<file path="config.mk">
export PLATFORM = sky130hd
export DESIGN_NAME = sha_padder_flat
export DESIGN_NICKNAME = d
export VERILOG_FILES = /design/src/rtl/sha_padder_if.sv /design/src/rtl/sha_padder.sv /design/src/flat_wrapper.sv
export SDC_FILE = /design/constraint.sdc
export NUM_CORES = 2
export LEC_CHECK = 0
export BUFFER_PORTS_ARGS = -buffer_cell sky130_fd_sc_hd__buf_2
export CORE_AREA = 2 2 429 431
export CTS_BUF_LIST = sky130_fd_sc_hd__clkbuf_16
export DETAILED_ROUTE_END_ITERATION = 6
export DIE_AREA = 0 0 431 433
export SYNTH_ARGS = -nofsm -noshare
export SYNTH_HDL_FRONTEND = slang
export SYNTH_SLANG_ARGS = --single-unit
</file>
<file path="constraint.sdc">
create_clock -name clk -period 107.7 [get_ports clk]
set_input_delay 21.54 -clock clk [delete_from_list [all_inputs] [get_ports clk]]
set_output_delay 21.54 -clock clk [all_outputs]
set_load 0.01 [all_outputs]
</file>
<file path="src/rtl/sha_padder_if.sv">
// sha_padder_if: word-stream input and block-stream output of sha_padder.
// master = message source / block consumer, slave = the padder itself.
interface sha_padder_if;
   logic          in_valid;
   logic          in_ready;
   logic [63:0]   in_data;
   logic [3:0]    in_bytes;
   logic          in_last;
   logic [2:0]    in_mode;
   logic          out_valid;
   logic          out_ready;
   logic [1023:0] out_block;
   logic [2:0]    out_mode;
   logic          out_first;
   logic          out_last;

   modport master (
      output in_valid, in_data, in_bytes, in_last, in_mode, out_ready,
      input  in_ready, out_valid, out_block, out_mode, out_first, out_last
   );

   modport slave (
      input  in_valid, in_data, in_bytes, in_last, in_mode, out_ready,
      output in_ready, out_valid, out_block, out_mode, out_first, out_last
   );
endinterface

</file>
<file path="src/rtl/sha_padder.sv">
// sha_padder: packs a big-endian word stream into SHA-1/2 message blocks with 0x80, zero fill and length.
// Optional SHA_PADDER_ERR_EN adds a sticky err output flagging malformed input words.
module sha_padder #(
   parameter int unsigned LEN_W = 64
) (
   input  logic       clk,
   input  logic       rst,
`ifdef SHA_PADDER_ERR_EN
   output logic       err,
`endif
   sha_padder_if.slave bus
);

   localparam logic [2:0] MODE_SHA1   = 3'd0;
   localparam logic [2:0] MODE_SHA384 = 3'd3;
   localparam logic [2:0] MODE_SHA512 = 3'd4;

   typedef enum logic [2:0] {IDLE, FILL, PAD, OUT, EXTRA} state_t;

   state_t            state;
   logic [63:0]       blk [16];
   logic [3:0]        widx;
   logic [3:0]        lidx;
   logic [LEN_W-1:0]  len;
   logic              first_pend;
   logic              pad80_pend;
   logic              extra_pend;
   logic              blk_valid;
   logic              blk_first;
   logic              blk_last;
   logic [2:0]        blk_mode;

   logic              accept;
   logic [2:0]        mode_eff;
   logic              wide;
   logic [3:0]        lane_bytes;
   logic [3:0]        nbc;
   logic [3:0]        slot;
   logic [LEN_W-1:0]  len_base;
   logic [LEN_W-1:0]  len_sum;
`ifdef SHA_PADDER_ERR_EN
   logic              len_carry;
`endif
   logic [63:0]       word;
   logic [5:0]        pos;
   logic [63:0]       lane80;
   logic [127:0]      len128;
   logic [63:0]       len_hi;
   logic [63:0]       len_lo;
   logic [4:0]        end_idx;
   logic              room;
   logic [1023:0]     block_flat;

   assign bus.in_ready  = !rst && (state == IDLE || state == FILL);
   assign bus.out_valid = blk_valid;
   assign bus.out_first = blk_first;
   assign bus.out_last  = blk_last;
   assign bus.out_mode  = blk_mode;
   assign bus.out_block = block_flat;
   assign accept        = bus.in_valid && bus.in_ready;

   always_comb begin
      block_flat = '0;
      for (int unsigned s = 0; s < 16; s++) begin
         block_flat[1023-64*s -: 64] = blk[s];
      end
   end

   // The first word of a message uses in_mode and a zero length base; later words use the latched mode.
   always_comb begin
      mode_eff   = (state == IDLE) ? bus.in_mode : blk_mode;
      wide       = (mode_eff == MODE_SHA384) || (mode_eff == MODE_SHA512);
      lane_bytes = wide ? 4'd8 : 4'd4;
      nbc        = (bus.in_bytes > lane_bytes) ? lane_bytes : bus.in_bytes;
      slot       = (state == IDLE) ? 4'd0 : widx;
      len_base   = (state == IDLE) ? '0 : len;
`ifdef SHA_PADDER_ERR_EN
      {len_carry, len_sum} = {1'b0, len_base} + {{(LEN_W-6){1'b0}}, nbc, 3'b000};
`else
      len_sum = len_base + {{(LEN_W-7){1'b0}}, nbc, 3'b000};
`endif
      word = '0;
      pos  = '0;
      for (int unsigned k = 0; k < 8; k++) begin
         if (wide || k < 4) begin
            pos = wide ? 6'(56 - 8*k) : 6'(24 - 8*k);
            if (k < 32'(nbc)) begin
               word[pos +: 8] = bus.in_data[pos +: 8];
            end else if (bus.in_last && k == 32'(nbc)) begin
               word[pos +: 8] = 8'h80;
            end
         end
      end
      lane80  = wide ? 64'h8000_0000_0000_0000 : 64'h0000_0000_8000_0000;
      len128  = 128'(len);
      len_hi  = wide ? len128[127:64] : {32'b0, len128[63:32]};
      len_lo  = wide ? len128[63:0]   : {32'b0, len128[31:0]};
      // Index of the last non-length word, counting a pending 0x80 word; may reach 16.
      end_idx = {1'b0, lidx} + {4'b0, pad80_pend};
      room    = (end_idx <= 5'd13);
   end

   always_ff @(posedge clk or posedge rst) begin
      if (rst) begin
         state      <= IDLE;
         for (int unsigned s = 0; s < 16; s++) blk[s] <= '0;
         widx       <= '0;
         lidx       <= '0;
         len        <= '0;
         first_pend <= 1'b0;
         pad80_pend <= 1'b0;
         extra_pend <= 1'b0;
         blk_valid  <= 1'b0;
         blk_first  <= 1'b0;
         blk_last   <= 1'b0;
         blk_mode   <= MODE_SHA1;
      end else begin
         unique case (state)
            IDLE, FILL: begin
               if (accept) begin
                  blk[slot] <= word;
                  len       <= len_sum;
                  if (state == IDLE) begin
                     blk_mode   <= bus.in_mode;
                     first_pend <= 1'b1;
                  end
                  if (bus.in_last) begin
                     lidx       <= slot;
                     pad80_pend <= (nbc == lane_bytes);
                     state      <= PAD;
                  end else if (slot == 4'd15) begin
                     widx      <= '0;
                     blk_valid <= 1'b1;
                     blk_first <= first_pend;
                     blk_last  <= 1'b0;
                     state     <= OUT;
                  end else begin
                     widx  <= slot + 4'd1;
                     state <= FILL;
                  end
               end
            end
            PAD: begin
               for (int unsigned s = 0; s < 16; s++) begin
                  if (5'(s) > {1'b0, lidx}) begin
                     blk[s] <= (pad80_pend && 5'(s) == {1'b0, lidx} + 5'd1) ? lane80 : 64'd0;
                  end
               end
               if (lidx != 4'd15) pad80_pend <= 1'b0;
               if (room) begin
                  blk[14] <= len_hi;
                  blk[15] <= len_lo;
               end
               extra_pend <= !room;
               blk_last   <= room;
               blk_first  <= first_pend;
               blk_valid  <= 1'b1;
               state      <= OUT;
            end
            OUT: begin
               if (bus.out_ready) begin
                  blk_valid  <= 1'b0;
                  blk_first  <= 1'b0;
                  blk_last   <= 1'b0;
                  first_pend <= 1'b0;
                  if (extra_pend) begin
                     state <= EXTRA;
                  end else if (blk_last) begin
                     state <= IDLE;
                  end else begin
                     widx  <= '0;
                     state <= FILL;
                  end
               end
            end
            EXTRA: begin
               for (int unsigned s = 1; s < 14; s++) blk[s] <= '0;
               blk[0]     <= pad80_pend ? lane80 : 64'd0;
               blk[14]    <= len_hi;
               blk[15]    <= len_lo;
               pad80_pend <= 1'b0;
               extra_pend <= 1'b0;
               blk_last   <= 1'b1;
               blk_first  <= first_pend;
               blk_valid  <= 1'b1;
               state      <= OUT;
            end
            default: state <= IDLE;
         endcase
      end
   end

`ifdef SHA_PADDER_ERR_EN
   always_ff @(posedge clk or posedge rst) begin
      if (rst) begin
         err <= 1'b0;
      end else if (accept && ((bus.in_bytes > lane_bytes) ||
                              (bus.in_bytes < lane_bytes && !bus.in_last) ||
                              (state == FILL && bus.in_mode != blk_mode) ||
                              len_carry)) begin
         err <= 1'b1;
      end
   end
`endif

endmodule

</file>
<file path="src/flat_wrapper.sv">
// flat-port wrapper written by rule: the top's interface ports become plain ports
module sha_padder_flat 
#(
   parameter int unsigned LEN_W = 64
)
  (clk, rst, bus_in_valid, bus_in_data, bus_in_bytes, bus_in_last, bus_in_mode, bus_out_ready, bus_in_ready, bus_out_valid, bus_out_block, bus_out_mode, bus_out_first, bus_out_last);
  sha_padder_if bus_i ();
  input  logic clk;
  input  logic rst;
  input wire logic [$bits(bus_i.in_valid)-1:0] bus_in_valid;
  input wire logic [$bits(bus_i.in_data)-1:0] bus_in_data;
  input wire logic [$bits(bus_i.in_bytes)-1:0] bus_in_bytes;
  input wire logic [$bits(bus_i.in_last)-1:0] bus_in_last;
  input wire logic [$bits(bus_i.in_mode)-1:0] bus_in_mode;
  input wire logic [$bits(bus_i.out_ready)-1:0] bus_out_ready;
  output wire logic [$bits(bus_i.in_ready)-1:0] bus_in_ready;
  output wire logic [$bits(bus_i.out_valid)-1:0] bus_out_valid;
  output wire logic [$bits(bus_i.out_block)-1:0] bus_out_block;
  output wire logic [$bits(bus_i.out_mode)-1:0] bus_out_mode;
  output wire logic [$bits(bus_i.out_first)-1:0] bus_out_first;
  output wire logic [$bits(bus_i.out_last)-1:0] bus_out_last;
  assign bus_i.in_valid = bus_in_valid;
  assign bus_i.in_data = bus_in_data;
  assign bus_i.in_bytes = bus_in_bytes;
  assign bus_i.in_last = bus_in_last;
  assign bus_i.in_mode = bus_in_mode;
  assign bus_i.out_ready = bus_out_ready;
  assign bus_in_ready = bus_i.in_ready;
  assign bus_out_valid = bus_i.out_valid;
  assign bus_out_block = bus_i.out_block;
  assign bus_out_mode = bus_i.out_mode;
  assign bus_out_first = bus_i.out_first;
  assign bus_out_last = bus_i.out_last;
  sha_padder #(.LEN_W(LEN_W)) u_core (.clk(clk), .rst(rst), .bus(bus_i));
endmodule
</file>
=== Word-level counts from Yosys, hierarchy flattened ===
Index checks and enable logic that the tools add are counted.

* Bitwise gates (word level): 3
* Div/mod/pow operators: 0
* Reductions and logical operators: 64
* Multiplexer cells: 123
* Magnitude comparators: 27
* Multipliers: 0
* Equal/unequal tests: 55
* Add/sub/neg operators: 12
* Shift-type cells: 32

{| class="wikitable"
|+ Operators by type and width
! operator !! count
|-
| 64-bit 2-to-1 mux || 55
|-
| 960-bit one-hot mux with 3 select lines || 1
|-
| 1024-bit bitwise mux || 1
|-
| 1024-bit 2-to-1 mux || 1
|-
| 64-bit bitwise mux || 14
|-
| 8-bit by 8-bit variable shift with 64-bit output (first input constant) || 8
|-
| 64-bit by 7-bit variable part select with 8-bit output || 8
|-
| 8-bit by 8-bit variable part select with 64-bit output || 8
|-
| 8-bit by 8-bit variable part select with 64-bit output (first input constant) || 8
|-
| 64-bit demux with 4-bit select || 1
|-
| 64-bit bitwise AND || 2
|-
| 128-bit 2-to-1 mux || 1
|-
| 64-bit one-hot mux with 2 select lines || 1
|-
| 64-bit by 7-bit adder with 64-bit output || 1
|-
| 6-bit negator with 8-bit output || 8
|-
| 6-bit 2-to-1 mux || 8
|-
| 3-bit AND reduction || 16
|-
| 4-bit by 5-bit == test with 1-bit output (first input constant) || 8
|-
| 4-bit 2-to-1 mux || 9
|-
| 2-bit by 1-bit inequality test with 1-bit output (second input constant) || 17
|-
| 4-bit greater-than comparator (first input constant) || 8
|-
| 32-bit 2-to-1 mux || 1
|-
| 1-bit logical AND || 26
|-
| 3-bit by 5-bit == test with 1-bit output (first input constant) || 4
|-
| other kinds (47) || 101
|}

* Output and inout port bits: 1031
* Input port bits: 76
* Memories kept: 0
* RAM bits: 0
* Memory bits (read-only): 0
* Bits in registers: 1108
* Latch bits: 0
* Word-level logic and storage cells: 343

=== Depth between registers and ports, before layout ===
* Word-level depth: 39
* Mapped depth: 21
* Gate-level depth less buffers: 18

=== Least setup slack after synthesis ===
No wires, ideal clock.

* Kind: input-to-output
* From: input port rst
* To: output port bus_in_ready
* Stages on the path: 1
* Slack: 64.314 ns
* Data arrival time: 21.846 ns
* Path buffers: 0
* Required time: 86.160 ns
* Cells stage by stage: nor3_1

* Cells in the longest elaborated chain, start to end: 2

{| class="wikitable"
|+ Ends and longest elaborated chain
! item !! RTL line !! source
|-
| start, declared || flat_wrapper.sv:9 || <nowiki>input logic rst;</nowiki>
|-
| 1-bit logical NOT (no source line) || n/a ||
|-
| 1-bit logical AND || sha_padder.sv:54 || <nowiki>assign bus.in_ready = !rst && (state == IDLE || state == FILL);</nowiki>
|-
| end, declared || flat_wrapper.sv:16 || <nowiki>output wire logic [$bits(bus_i.in_ready)-1:0] bus_in_ready;</nowiki>
|}

Every way passes these cells.

=== Worst setup path in the final report ===
Ends and elaborated chain as after synthesis.

==> summary.md <==
| Metric | Value |
|---|---|
| Outcome | finished clean |
| Post-Syn Area per Cell | 10.4 um^2 |
| Finish-stage setup viols | 0 |
| Endpoint kind of the worst setup timing path | output pin |
| Net count of the mapped netlist | 4224 |
| Initial antenna violation count | 39 |
| Class of the tightest hold or removal check | reg2reg |
| Clock tree skew after final layout | about 0.027 ns |
| H-tree depth | 3 |
| Gr ovfl total | 0 |
| Clock latency at the later pin of the worst-skew pair | between 0.7 and 0.8 ns |
| Final estimated routing congestion in global placement | 0.916 |
| Share of the clock period used by the worst path | 40.9% |
| Resized cells post-CTS | 0 |
| Fin nets | between 5k and 6k |
| Proportion of layout cells with a drive suffix above 1 | 28.0% |
| Most repeated cell in the gate-level netlist after synthesis | sky130_fd_sc_hd__dfrtp_1 |
| Startpoint Class | input pin |
| Routed vias | approximately 38k |
| TritonCTS clock tree | done |
| Required time of the critical path | 86.16 ns |
| Power density cells | 27.2 mW/mm^2 |
| Yosys top cell area share | 64.6% |
| Total track usage | a little under a quarter |
| Slew at the pin closest to its max-slew limit | 1.30 ns |
| Max Freq | between 20 and 25 MHz |
| Minimum clock period | 44.10 ns |
| Largest net degree at the start of global routing | roughly 180 |
| Final standard cell utilization of the core | 30.1% |
| Core area | roughly 0.18 mm^2 |
| RR Startpoint | u_core.state[1]$_DFFE_PP0P_ |
| Number of buffers inserted during clock tree synthesis | 121 |
| Critical path start-end classification | in2out |
| Setup slack of the most critical reg-to-reg path | 102.21 ns |
| Cell area after synthesis | 0.0428 mm^2 |
| Iter 0 DRT Violations | roughly 3.6k |
| Top cell type by total area after synthesis | sky130_fd_sc_hd__dfrtp_1 |
| Distinct cell type count of the synthesized netlist | between 80 and 90 |
| Starting utilization of the core area | 23.5% |
| Number of nets with antenna violations after detailed routing | 0 |
| Clock tree sinks | 1105 |
| Commonest cells in the netlist | 1105 x sky130_fd_sc_hd__dfrtp_1, 1001 x sky130_fd_sc_hd__nand2_1, 917 x sky130_fd_sc_hd__o21ai_0 |
| Hold buffer count at cts | 0 |
| Proportion of synthesized flip-flops having asynchronous set or reset | 100% |
| Post-detailed-route DRC marker count | 0 |
| Final Slew Violations | 0 |
| Maximum clock insertion buffer count | 3 |
| Clock transition at the register clock pins on the worst setup and hold paths after CTS | 0.06 ns |
| Via density | about 5.0 |
| Standard-cell row count | between 150 and 200 |
| Register bit count reported by yosys | 1105 |
| Cell chosen for the clock root | sky130_fd_sc_hd__clkbuf_16 |
| Number of flops mapped to enable cells by yosys | 0 |
| IO Count | 1107 |
| Remaining max-slew budget at the tightest pin | roughly 14% |
| Final sum of negative setup slack | 0 ns |
| Sequential element share of the synthesized area | 64.6% |
| Iteration count of the initial detailed-routing pass | 6 |
| Max-cap violations | 0 |
| DIE WIDTH | 431 um |
| Main synth FF type | sky130_fd_sc_hd__dfrtp_1 |
| Synthesized instance count | between 4k and 5k |
| Area enclosed by the die boundary | ~0.19 mm^2 |
| Height of the chip | 433 um |
| Number of global-route vias before repair | between 30k and 40k |
| Crit path from | rst |
| Launch instance of the worst min-delay path | u_core.bus.out_block[184]$_DFFE_PP0P_ |
| Critical path fanouts, max | 3 |
| Flip-flop and latch area | 0.0277 mm^2 |
| Multi-input gate area in the final layout | 0.0140 mm^2 |
| Number of hold-slack violations in the final timing report | 0 |
| P&R area growth vs syn | 27.8% |
| Input/output buffers | 1106 |
| Unrepaired setup endpoints after global routing | no |
| Signal arrival time at the worst endpoint | 22.56 ns |
| Detailed-route wire length | 226 mm |
| Fill cells | 19.2k |
| Top cells by area in the synthesized netlist | sky130_fd_sc_hd__dfrtp_1 65%, sky130_fd_sc_hd__o21ai_0 11%, sky130_fd_sc_hd__nand2_1 8.8% |
| Per-cell routed wire length | about 30 um |
| HPWL after detailed placement | 160 mm |
| VDD IR max | 0.0148 mV |
| Post-CTS Setup Bufs | 0 |
| First-pass GRT wire length | ~300 mm |
| Yosys warns | 0 |
| Leakage power figure | 27.4 nW |
-- through the flow --
stage | setup slack, ns | power (mW) | hold slack, ns | instance area (um^2) | std cells
2_1_floorplan | 55.05 | 0.801 | 0.464 | 42800 | 4137
3_3_place_gp | 63.62 | 1.08 | 0.456 | 50900 | 7370
3_5_place_dp | 63.62 | 1.09 | 0.464 | 50900 | 7370
4_1_cts | 63.61 | 1.50 | 0.477 | 54600 | 7588
5_1_grt | 63.65 | 1.56 | 0.491 | 54700 | 7605
6_report | 63.60 | 1.49 | 0.472 | 54700 | 7622
-- cell usage in the layout (no fill, tap or decap), types with 9 or more instances in the layout --
master / count
sky130_fd_sc_hd__o21ai_0: 916
sky130_fd_sc_hd__a22o_1: 86
sky130_fd_sc_hd__o211ai_1: 9
sky130_fd_sc_hd__dfrtp_1: 1105
sky130_fd_sc_hd__xor2_1: 10
sky130_fd_sc_hd__o21ai_1: 12
sky130_fd_sc_hd__nor3_1: 16
sky130_fd_sc_hd__xnor2_1: 16
sky130_fd_sc_hd__a32oi_1: 21
sky130_fd_sc_hd__ha_1: 11
sky130_fd_sc_hd__bufinv_16: 9
sky130_fd_sc_hd__clkinv_1: 29
sky130_fd_sc_hd__clkbuf_16: 122
sky130_fd_sc_hd__and2_1: 16
sky130_fd_sc_hd__a31oi_1: 15
sky130_fd_sc_hd__nand2_1: 997
sky130_fd_sc_hd__inv_1: 43
sky130_fd_sc_hd__a22oi_1: 58
sky130_fd_sc_hd__a21oi_1: 42
sky130_fd_sc_hd__nor2_1: 103
sky130_fd_sc_hd__clkinv_2: 15
sky130_fd_sc_hd__diode_2: 34
sky130_fd_sc_hd__a221oi_1: 17
sky130_fd_sc_hd__mux2i_1: 10
sky130_fd_sc_hd__nand3_1: 47
sky130_fd_sc_hd__buf_4: 81
sky130_fd_sc_hd__and3_1: 22
sky130_fd_sc_hd__nand4_1: 26
sky130_fd_sc_hd__o31ai_1: 29
sky130_fd_sc_hd__buf_2: 1106
sky130_fd_sc_hd__nor2b_1: 9
sky130_fd_sc_hd__mux2_2: 14
sky130_fd_sc_hd__nor4_1: 12
sky130_fd_sc_hd__nand2_4: 11
-- layout make-up --
cell class | instances | share of cell area [%]
Sequential cell | 1105 | 50.5
Clock inverter | 96 | 1.35
Multi-Input combinational cell | 2671 | 25.5
Inverter | 21 | 0.158
Timing Repair Buffer | 1188 | 11.3
Tap cell | 2385 | 5.45
Antenna cell | 34 | 0.155
Clock buffer | 122 | 5.58
-- registers in the layout, indices dropped and copies added, names as in the netlist --
signal / cells
u_core.bus.out_first: 1
u_core.widx: 4
u_core.bus.out_valid: 1
u_core.extra_pend: 1
u_core.bus.out_block: 1024
u_core.state: 3
u_core.bus.out_last: 1
u_core.first_pend: 1
u_core.len: 61
u_core.bus.out_mode: 3
u_core.pad80_pend: 1
u_core.lidx: 4
-- metal layers --
metal / share of wire, % / GRT usage (%) / vias to the layer above
met5: 0.029 / 0 / -
met4: 6.4 / 14.1 / 8
met3: 7.6 / 5.16 / 465
met2: 48 / 38.6 / 1958
met1: 38 / 27.8 / 19500
li1: - / - / 16200
-- kinds of logic after synthesis --
logic type | share of synthesized area [%]
flops | 64.6
fa+ha+maj | 0.321
compound gates | 17.2
xor+xnor | 0.532
buf+inv | 3.52
simple gates | 13.2
mux | 0.672
-- power breakdown --
| group | internal [mW] | switching, mW |
|---|---|---|
| Combinational | 0.136 | 0.370 |
| Clock | 0.227 | 0.182 |
| Sequential | 0.514 | 0.0602 |
| Total | 0.877 | 0.613 |
-- worst paths after layout --
kind / cells past startpoint / end
worst min-delay path: 2 / u_core.bus.out_block[184]$_DFFE_PP0P_
worst min register to register: 2 / u_core.bus.out_block[184]$_DFFE_PP0P_
min in group asynchronous: 2 / u_core.bus.out_block[207]$_DFFE_PP0P_
max in group asynchronous: 5 / u_core.bus.out_block[668]$_DFFE_PP0P_
worst max-delay path: 3 / bus_in_ready
worst max register to register: 8 / u_core.bus.out_block[541]$_DFFE_PP0P_
-- critical path: stages --
cell	delay, ns
sky130_fd_sc_hd__buf_2	0.21
sky130_fd_sc_hd__nor3_1	0.54
sky130_fd_sc_hd__buf_2	0.25
Note: power is estimated with default switching activity, not from simulation.
